$ cat config.mk
export PLATFORM = sky130hd
export DESIGN_NAME = instr_fetch
export DESIGN_NICKNAME = d
export VERILOG_FILES = /design/src/rtl/riscv_pkg.sv /design/src/rtl/fetch_buf.sv /design/src/rtl/instr_fetch.sv
export SDC_FILE = /design/constraint.sdc
export NUM_CORES = 1
export LEC_CHECK = 0
export BUFFER_PORTS_ARGS = -buffer_cell sky130_fd_sc_hd__buf_2
export CORE_UTILIZATION = 34
export CTS_CLUSTER_SIZE = 24
export DETAILED_ROUTE_END_ITERATION = 7
export HOLD_SLACK_MARGIN = 0.02
export PLACE_DENSITY_LB_ADDON = 0.2
export SETUP_SLACK_MARGIN = 0.1
export SKIP_CTS_REPAIR_TIMING = 1
export SLEW_MARGIN = 20
export SYNTH_ARGS = -nofsm -noshare
export SYNTH_HDL_FRONTEND = slang
export SYNTH_HIERARCHICAL = 1
export SYNTH_SLANG_ARGS = --single-unit
$ cat constraint.sdc
create_clock -name clk -period 11.05 [get_ports clk]
set_input_delay 2.7625 -clock clk [delete_from_list [all_inputs] [get_ports clk]]
set_output_delay 2.7625 -clock clk [all_outputs]
set_load 0.01 [all_outputs]
$ cat src/rtl/riscv_pkg.sv
// Shared fetch-side types and constants for the RISC-V front end.
package riscv_pkg;

   localparam int INSTR_W  = 32;
   localparam int PC_STEP  = 4;
   localparam int PC_MAX_W = 32;

   localparam logic [INSTR_W-1:0] NOP_INSTR = 32'h0000_0013;

   // One buffered fetch result; pc is held at full width and narrowed by users.
   typedef struct packed {
      logic [INSTR_W-1:0]  instr;
      logic [PC_MAX_W-1:0] pc;
   } fetch_entry_t;

endpackage

$ cat src/rtl/fetch_buf.sv
// Two-entry in-order buffer of fetched (instr, pc) pairs with flush.
module fetch_buf
   import riscv_pkg::*;
#(
   parameter logic [PC_MAX_W-1:0] RESET_ENTRY_PC = '0
) (
   input  logic         clk,
   input  logic         rst,
   input  logic         push,
   input  logic         pop,
   input  logic         flush,
   input  fetch_entry_t push_entry,
   output fetch_entry_t head,
   output logic [1:0]   occ
);

   localparam fetch_entry_t RESET_ENTRY = {NOP_INSTR, RESET_ENTRY_PC};

   fetch_entry_t slot0;
   fetch_entry_t slot1;
   logic         do_push;
   logic         do_pop;

   // Pops need something to remove and pushes need room unless a pop frees a slot.
   always_comb begin
      do_pop  = pop & (occ != 2'd0);
      do_push = push & ((occ != 2'd2) | do_pop);
   end

   // Slot 0 is always the head; a pop shifts slot 1 forward so order is kept.
   always_ff @(posedge clk or posedge rst) begin
      if (rst) begin
         slot0 <= RESET_ENTRY;
         slot1 <= RESET_ENTRY;
         occ   <= 2'd0;
      end else if (flush) begin
         occ <= 2'd0;
      end else begin
         case ({do_push, do_pop})
            2'b10: begin
               if (occ == 2'd0) slot0 <= push_entry;
               else             slot1 <= push_entry;
               occ <= occ + 2'd1;
            end
            2'b01: begin
               slot0 <= slot1;
               occ   <= occ - 2'd1;
            end
            2'b11: begin
               if (occ == 2'd2) begin
                  slot0 <= slot1;
                  slot1 <= push_entry;
               end else begin
                  slot0 <= push_entry;
               end
            end
            default: ;
         endcase
      end
   end

   assign head = slot0;

endmodule

$ cat src/rtl/instr_fetch.sv
// Instruction fetch front end: issues reads to a 1-cycle synchronous memory,
// buffers returned words and hands (instr, pc) pairs to decode.
module instr_fetch
   import riscv_pkg::*;
#(
   parameter int unsigned RESET_PC = 0,
   parameter int          ADDR_W   = 11
) (
   input  logic              clk,
   input  logic              rst,
   output logic [ADDR_W-1:0] imem_rd_addr,
   output logic              imem_rd_en,
   input  logic [31:0]       imem_rd_instr,
   input  logic              fetch_en,
   input  logic              redirect_valid,
   input  logic [ADDR_W-1:0] redirect_pc,
   output logic              out_valid,
   input  logic              out_ready,
   output logic [31:0]       out_instr,
   output logic [ADDR_W-1:0] out_pc
);

   localparam logic [ADDR_W-1:0] RESET_ADDR = ADDR_W'(RESET_PC);

   logic [ADDR_W-1:0] pc;
   logic [ADDR_W-1:0] inflight_pc;
   logic              inflight;
   logic [ADDR_W-1:0] redirect_addr;
   logic [ADDR_W-1:0] issue_addr;
   logic              issue;
   logic              issue_seq;
   logic [2:0]        pending;
   logic              pop;
   logic              push;
   logic [1:0]        occ;
   fetch_entry_t      head;
   fetch_entry_t      push_entry;
   logic              unused_pc_hi;

   assign redirect_addr = {redirect_pc[ADDR_W-1:2], 2'b00};
   assign out_valid     = (occ != 2'd0);
   assign pop           = out_valid & out_ready;
   assign push          = inflight & ~redirect_valid;

   // Pick this cycle's request: redirect wins, otherwise sequential if room remains.
   always_comb begin
      pending    = {1'b0, occ} + {2'b00, inflight} - {2'b00, pop};
      issue_seq  = fetch_en & (pending < 3'd2);
      issue      = 1'b0;
      issue_addr = pc;
      if (!rst) begin
         if (redirect_valid) begin
            issue      = 1'b1;
            issue_addr = redirect_addr;
         end else begin
            issue      = issue_seq;
            issue_addr = pc;
         end
      end
   end

   assign imem_rd_en   = issue;
   assign imem_rd_addr = issue_addr;

   // Track the next sequential address and the address whose data returns next cycle.
   always_ff @(posedge clk or posedge rst) begin
      if (rst) begin
         pc          <= RESET_ADDR;
         inflight    <= 1'b0;
         inflight_pc <= RESET_ADDR;
      end else begin
         inflight <= issue;
         if (issue) begin
            inflight_pc <= issue_addr;
            pc          <= issue_addr + ADDR_W'(PC_STEP);
         end
      end
   end

   assign push_entry = '{instr: imem_rd_instr, pc: PC_MAX_W'(inflight_pc)};

   fetch_buf #(
      .RESET_ENTRY_PC (PC_MAX_W'(RESET_ADDR))
   ) u_buf (
      .clk        (clk),
      .rst        (rst),
      .push       (push),
      .pop        (pop),
      .flush      (redirect_valid),
      .push_entry (push_entry),
      .head       (head),
      .occ        (occ)
   );

   assign out_instr    = head.instr;
   assign out_pc       = head.pc[ADDR_W-1:0];
   assign unused_pc_hi = ^head.pc[PC_MAX_W-1:ADDR_W];

endmodule

==> run metrics, run 1 <==
outcome finished, final reports clean; number of nets in the final layout 576; post-route clock skew 0.00762 ns; CTS H-tree depth 3; number of hold violations in the final report 0; Core Area 14,500 um^2; combined global-route utilization of all metal layers 0.142; total area of multi-input combinational cells 2070 um^2; maximum clock frequency 0.125 GHz; final setup violation count 0; fraction of final layout cells with drive strength greater than 1 0.345; total of buffers placed on input and output ports 101; initial antenna violation count 0; row cnt 44; slew at the pin closest to its max-slew limit 0.882 ns; flop2flop setup slack 7.53 ns; number of search-and-repair iterations in the first detailed-routing pass 4; TritonCTS clock tree done; maximum fanout encountered on the critical timing path 19; routability-driven placement congestion ratio 0.792; final wirelength 10,300 um; path type of the worst setup path in2out; overall die area 15,400 um^2; startpoint of the worst register-to-register path u_buf/occ[1]; Setup WS post-layout 3.04 ns; worst reg2reg path endpoint pc[4]; placed cell count 698; CP required 8.29 ns; pin count of the biggest net entering global routing 87; Syn Area/Cell 11.5 um^2; number of cells traversed by the worst register-to-register path 11; routed vias 3,430; GR Overflow Total 0; Post-Place Worst Slack 3.03 ns; number of warnings printed during yosys synthesis 6; worst min-delay path class reg2reg; pins over their slew limit 0; initial cell density of the core 0.348; clock tree root driver cell sky130_fd_sc_hd__clkbuf_16; clock-pin slew reported for the worst setup and hold paths after clock tree synthesis 0.07 ns; total clock sinks 109; Routed Antenna Nets 0; global-route wire length before repair 16,200 um; arrival time worst endpoint 5.25 ns; post-detailed-route DRC marker count 0; max_slew headroom 0.411; count of pins on the block boundary 104; peak supply drop 82.1 uV; clock buffers created by TritonCTS 9; buffers from clock root to sink, at most 2; area of all sequential standard cells 2740 um^2; kind of capture point of the worst setup path output port; hold path start pc[3]; number of instances in the synthesized netlist 438; post-detailed-placement half-perimeter wirelength 6650 um; die extent in x 124 um; share of the clock period used by the worst path after layout 0.725; clock period minus final worst setup slack 8.01 ns; count of max-cap constraint violations 0; power after layout 0.00125 W; total power density per cell area 212 nW/um^2; vias per inst 4.80; unrepaired setup endpoints after global routing no; antenna diode count 0; Cells on Worst Hold Path 2; number of global-route vias before repair 3,288; worst hold margin 0.486 ns; Total Negative Setup Slacks 0 ns; DR iter-0 viols 245; post-detailed-route wirelength per cell 14.4 um; Leakage 3.00 nW; y dimension of the die 124 um; non-filler instance count after layout 714; total of fill cells in the finished design 1,443; nature of the critical path startpoint primary input; clock insertion delay at the later pin of the skew report 0.35 ns; area growth from synthesis to final layout 17.0%; netlist area before placement 5060 um^2; net count of the mapped netlist 489; worst hold path endpoint pc[3]
[flip-flops by register name (all words and copies together) (netlist names)]
| name | flops |
|---|---|
| inflight | 1 |
| u_buf/occ | 2 |
| inflight_pc | 9 |
| u_buf/slot1 | 43 |
| u_buf/head | 43 |
| pc | 11 |
[worst max path at each step]
| stage | start | endpoint | slack (ns) | depth (start not counted) |
|---|---|---|---|---|
| detailed placement | out_ready | imem_rd_en | 3.03 | 9 |
| global route | out_ready | imem_rd_en | 2.79 | 9 |
| floorplan | out_ready | imem_rd_en | 3.68 | 8 |
| global placement | out_ready | imem_rd_en | 3.04 | 9 |
| CTS | out_ready | imem_rd_en | 3.01 | 9 |
| finish | out_ready | imem_rd_en | 3.04 | 9 |
[critical path, cell delays in order]
cell                       delay [ns]
sky130_fd_sc_hd__buf_2           0.07
sky130_fd_sc_hd__and2_1          0.30
sky130_fd_sc_hd__ha_1            0.28
sky130_fd_sc_hd__nand2b_1        0.16
sky130_fd_sc_hd__fa_1            0.41
sky130_fd_sc_hd__xnor2_1         0.17
sky130_fd_sc_hd__a41oi_4         0.58
sky130_fd_sc_hd__inv_2           0.29
sky130_fd_sc_hd__buf_2           0.22
[per-layer routing]
layer  vias to the layer above  part of all wire  GRT usage
met4                         0             0.010     0.0446
li1                       1669                 -          -
met2                        78              0.47      0.232
met3                         7             0.054     0.0481
met5                         -                 0          0
met1                      1676              0.47      0.175
[power breakdown]
group          switching (W)  internal [W]
Sequential         0.0000716      0.000531
Clock               0.000145      0.000183
Combinational       0.000168      0.000153
Total               0.000385      0.000867
[through the flow]
step                      utilization  area (um^2)
final                           0.407         5920
after global routing            0.407         5920
after CTS                       0.407         5910
after detailed placement        0.386         5610
after global placement          0.386         5610
after floorplan                     -         5060
[area by class of cell]
type,instances,area share
clock buffers,11,0.0410
flip-flops and latches,109,0.462
repair buffers,105,0.0911
well taps,184,0.0389
inverters,11,0.00719
multi-input cells,289,0.349
clock inverters,5,0.0102
[cells in the final DEF (no fill, tap or decap), types with 4 or more instances in the layout]
cell	instances
sky130_fd_sc_hd__nand3_1	5
sky130_fd_sc_hd__buf_2	101
sky130_fd_sc_hd__clkbuf_16	9
sky130_fd_sc_hd__a21oi_1	52
sky130_fd_sc_hd__mux2_2	45
sky130_fd_sc_hd__dfstp_2	6
sky130_fd_sc_hd__o21ai_0	6
sky130_fd_sc_hd__mux2i_1	50
sky130_fd_sc_hd__nor2_1	53
sky130_fd_sc_hd__inv_1	9
sky130_fd_sc_hd__dfrtp_1	103
sky130_fd_sc_hd__nand2_1	29
sky130_fd_sc_hd__and2_1	5
sky130_fd_sc_hd__xnor2_1	6
sky130_fd_sc_hd__nor2b_1	4
sky130_fd_sc_hd__o21ai_1	5
Note: power is estimated with default switching activity, not from simulation.
==> run 2: changes to the inputs <==
--- a/config.mk
+++ b/config.mk
@@ -5,6 +5,7 @@
 export SDC_FILE = /design/constraint.sdc
 export NUM_CORES = 1
 export LEC_CHECK = 0
+export ABC_AREA = 1
 export BUFFER_PORTS_ARGS = -buffer_cell sky130_fd_sc_hd__buf_2
 export CORE_UTILIZATION = 34
 export CTS_CLUSTER_SIZE = 24
==> constraint.sdc (replaced) <==
create_clock -name clk -period 7.6 [get_ports clk]
set_input_delay 1.9 -clock clk [delete_from_list [all_inputs] [get_ports clk]]
set_output_delay 1.9 -clock clk [all_outputs]
set_load 0.01 [all_outputs]
==> run 2 against run 1 <==
  * Register-to-register slack worse by 3.2 ns
  * Critical path depth is 1 lower
  * Clock skew is 0.0044 ns higher
  * Combinational power is 100% higher
  * Via count is 36% higher
  * First-iteration DRC count is 24% higher
  * Final area is 8.2% higher
==> run metrics, run 2 <==
number of hold violations in the final report 0 (unchanged); routed vias 4,654 (+36%); Pint 0.00135 W (+56%); combinational group share of total power 0.306 (+0.049); slew at the pin closest to its max-slew limit 1.01 ns (+0.129 ns); kind of capture point of the worst setup path output port; netlist area before placement 5590 um^2 (+10%); TritonCTS clock tree done; Total Negative Setup Slacks 0 ns (unchanged); final wirelength 13,800 um (+34%); Largest stage delay, worst path 0.57 ns (about the same); antenna diode count 0 (unchanged); clock tree root driver cell sky130_fd_sc_hd__clkbuf_16; peak supply drop 147 uV (+79%); y dimension of the die 130 um (+5.0%); switching power 0.000757 W (+97%); pin count of the biggest net entering global routing 56 (-36%); outcome finished, final reports clean; GR Overflow Total 0 (unchanged); max_slew headroom 0.324 (-0.0877); worst min-delay path class reg2reg; unrepaired setup endpoints after global routing no; combined global-route utilization of all metal layers 0.170 (+0.0286); initial antenna violation count 0 (unchanged); total power density per cell area 330 nW/um^2 (+56%); arrival time worst endpoint 3.88 ns (-1.37 ns); Post-Place Worst Slack 1.80 ns (-1.23 ns); part of the power in registers 0.458 (-0.023); number of nets in the final layout 837 (+45%); Core Area 15,900 um^2 (+9.7%); maximum fanout encountered on the critical timing path 8 (-11); routability-driven placement congestion ratio 0.756 (-4.6%); number of search-and-repair iterations in the first detailed-routing pass 4 (unchanged); dominant cell type by count on the critical path sky130_fd_sc_hd__buf_2; CP required 5.70 ns (-2.59 ns); fraction of final layout cells with drive strength greater than 1 0.214 (-0.132); area growth from synthesis to final layout 14.6%; vias per inst 4.62 (-3.8%); overall die area 16,900 um^2 (+10%); clock-pin slew reported for the worst setup and hold paths after clock tree synthesis 0.08 ns (about the same); count of max-cap constraint violations 0 (unchanged); crit path buf inv count 2 (-1); total of buffers placed on input and output ports 101 (unchanged); Routed Antenna Nets 0 (unchanged); net count of the mapped netlist 768 (+57%); gate family responsible for the most delay along the worst path adder cells; Setup WS post-layout 1.82 ns (-1.22 ns); number of warnings printed during yosys synthesis 6 (unchanged); clock period minus final worst setup slack 5.78 ns; clock buffers created by TritonCTS 9 (unchanged); row cnt 46 (+4.5%); fraction of power spent switching nets 0.358 (+0.0509); Crit-path slowest cell sky130_fd_sc_hd__fa_1; die extent in x 130 um (+5.0%); buffers from clock root to sink, at most 2 (unchanged); total of fill cells in the finished design 1,718 (+19%); Leakage 3.53 nW (+18%); pins over their slew limit 0 (unchanged); initial cell density of the core 0.350 (+0.00253); commonest non-fill, non-tap cell in the layout sky130_fd_sc_hd__nand2_1; maximum clock frequency 0.173 GHz; clock group share of total power 0.236 (-0.026); leading cell types in the layout, fill and taps excluded 351 x sky130_fd_sc_hd__nand2_1, 104 x sky130_fd_sc_hd__nand3_1, 103 x sky130_fd_sc_hd__dfrtp_1; DR iter-0 viols 304 (+24%); path type of the worst setup path in2out; clock insertion delay at the later pin of the skew report 0.35 ns (about the same); area of all sequential standard cells 2740 um^2 (unchanged); count of pins on the block boundary 104 (unchanged); post-detailed-route DRC marker count 0 (unchanged); post-route clock skew 0.0120 ns (+0.00439 ns); share of the clock period used by the worst path after layout 0.761; total area of multi-input combinational cells 2420 um^2 (+17%); post-detailed-placement half-perimeter wirelength 8350 um (+26%); post-detailed-route wirelength per cell 13.7 um (-5.1%); number of global-route vias before repair 4,229 (+29%); global-route wire length before repair 22,200 um (+37%); number of instances in the synthesized netlist 717 (+64%); Syn Area/Cell 7.79 um^2 (-33%); final setup violation count 0 (unchanged); critical path, cell by cell buf_2 -> o21a_1 -> ha_1 -> or2_2 -> fa_1 -> nand3_4 -> o21ai_4 -> buf_2; nature of the critical path startpoint primary input; CTS H-tree depth 3 (unchanged); total clock sinks 109 (unchanged)
run 2: area by class of cell:
cell class	count	area share
multi-input combinational	537	0.378
timing repair buffer	108	0.0903
clock buffer	9	0.0352
sequential	109	0.427
inverter	21	0.0133
clock inverter	7	0.0141
tap	216	0.0422
run 2: metal layers:
layer | track usage | vias to the layer above | wire length, um
met5 | 0 | - | 0
met4 | 0.0486 | 0 | 198
met3 | 0.0361 | 14 | 541
met2 | 0.271 | 105 | 6120
met1 | 0.233 | 2151 | 6910
li1 | - | 2384 | -
run 2: path summary, 6_finish.rpt:
check | to | start | cells after the start | slack [ns]
min in group asynchronous | u_buf/head[4] | rst | 2 | 1.61
max in group asynchronous | u_buf/slot1[34] | rst | 3 | 4.85
worst max register to register | u_buf/slot1[33] | inflight | 10 | 4.33
worst max-delay path | imem_rd_en | out_ready | 8 | 1.82
worst min-delay path | u_buf/head[33] | u_buf/head[33] | 2 | 0.47
worst min register to register | u_buf/head[33] | u_buf/head[33] | 2 | 0.47
run 2: worst reg2reg max path, cell delays in order (launching register included):
cell,delay [ns]
sky130_fd_sc_hd__dfrtp_1,0.32
sky130_fd_sc_hd__inv_1,0.04
sky130_fd_sc_hd__nor2_1,0.33
sky130_fd_sc_hd__nand2_2,0.67
sky130_fd_sc_hd__nor2_1,0.27
sky130_fd_sc_hd__nand2_1,0.07
sky130_fd_sc_hd__buf_4,0.29
sky130_fd_sc_hd__nand2_1,0.61
sky130_fd_sc_hd__buf_4,0.43
sky130_fd_sc_hd__nand2_1,0.09
sky130_fd_sc_hd__nand2_1,0.08
run 2: power by group through the flow:
stage          Clock, W  Sequential [W]  Combinational [W]
6_report       0.000498        0.000968           0.000647
5_1_grt        0.000538        0.000997           0.000745
4_1_cts        0.000514        0.000968           0.000654
3_5_place_dp          0        0.000980           0.000650
3_3_place_gp          0        0.000973           0.000645
2_1_floorplan         0         0.00100           0.000411
run 2: per-stage QoR:
step	utilization	std cells	cell area, um^2	hold WS [ns]	power [W]
after global placement	0.380	990	6060	0.459	0.00162
final	0.402	1007	6400	0.468	0.00211
after global routing	0.402	1007	6400	0.484	0.00228
after CTS	0.400	1006	6370	0.472	0.00214
after detailed placement	0.380	990	6060	0.458	0.00163
after floorplan	-	717	5590	0.453	0.00141
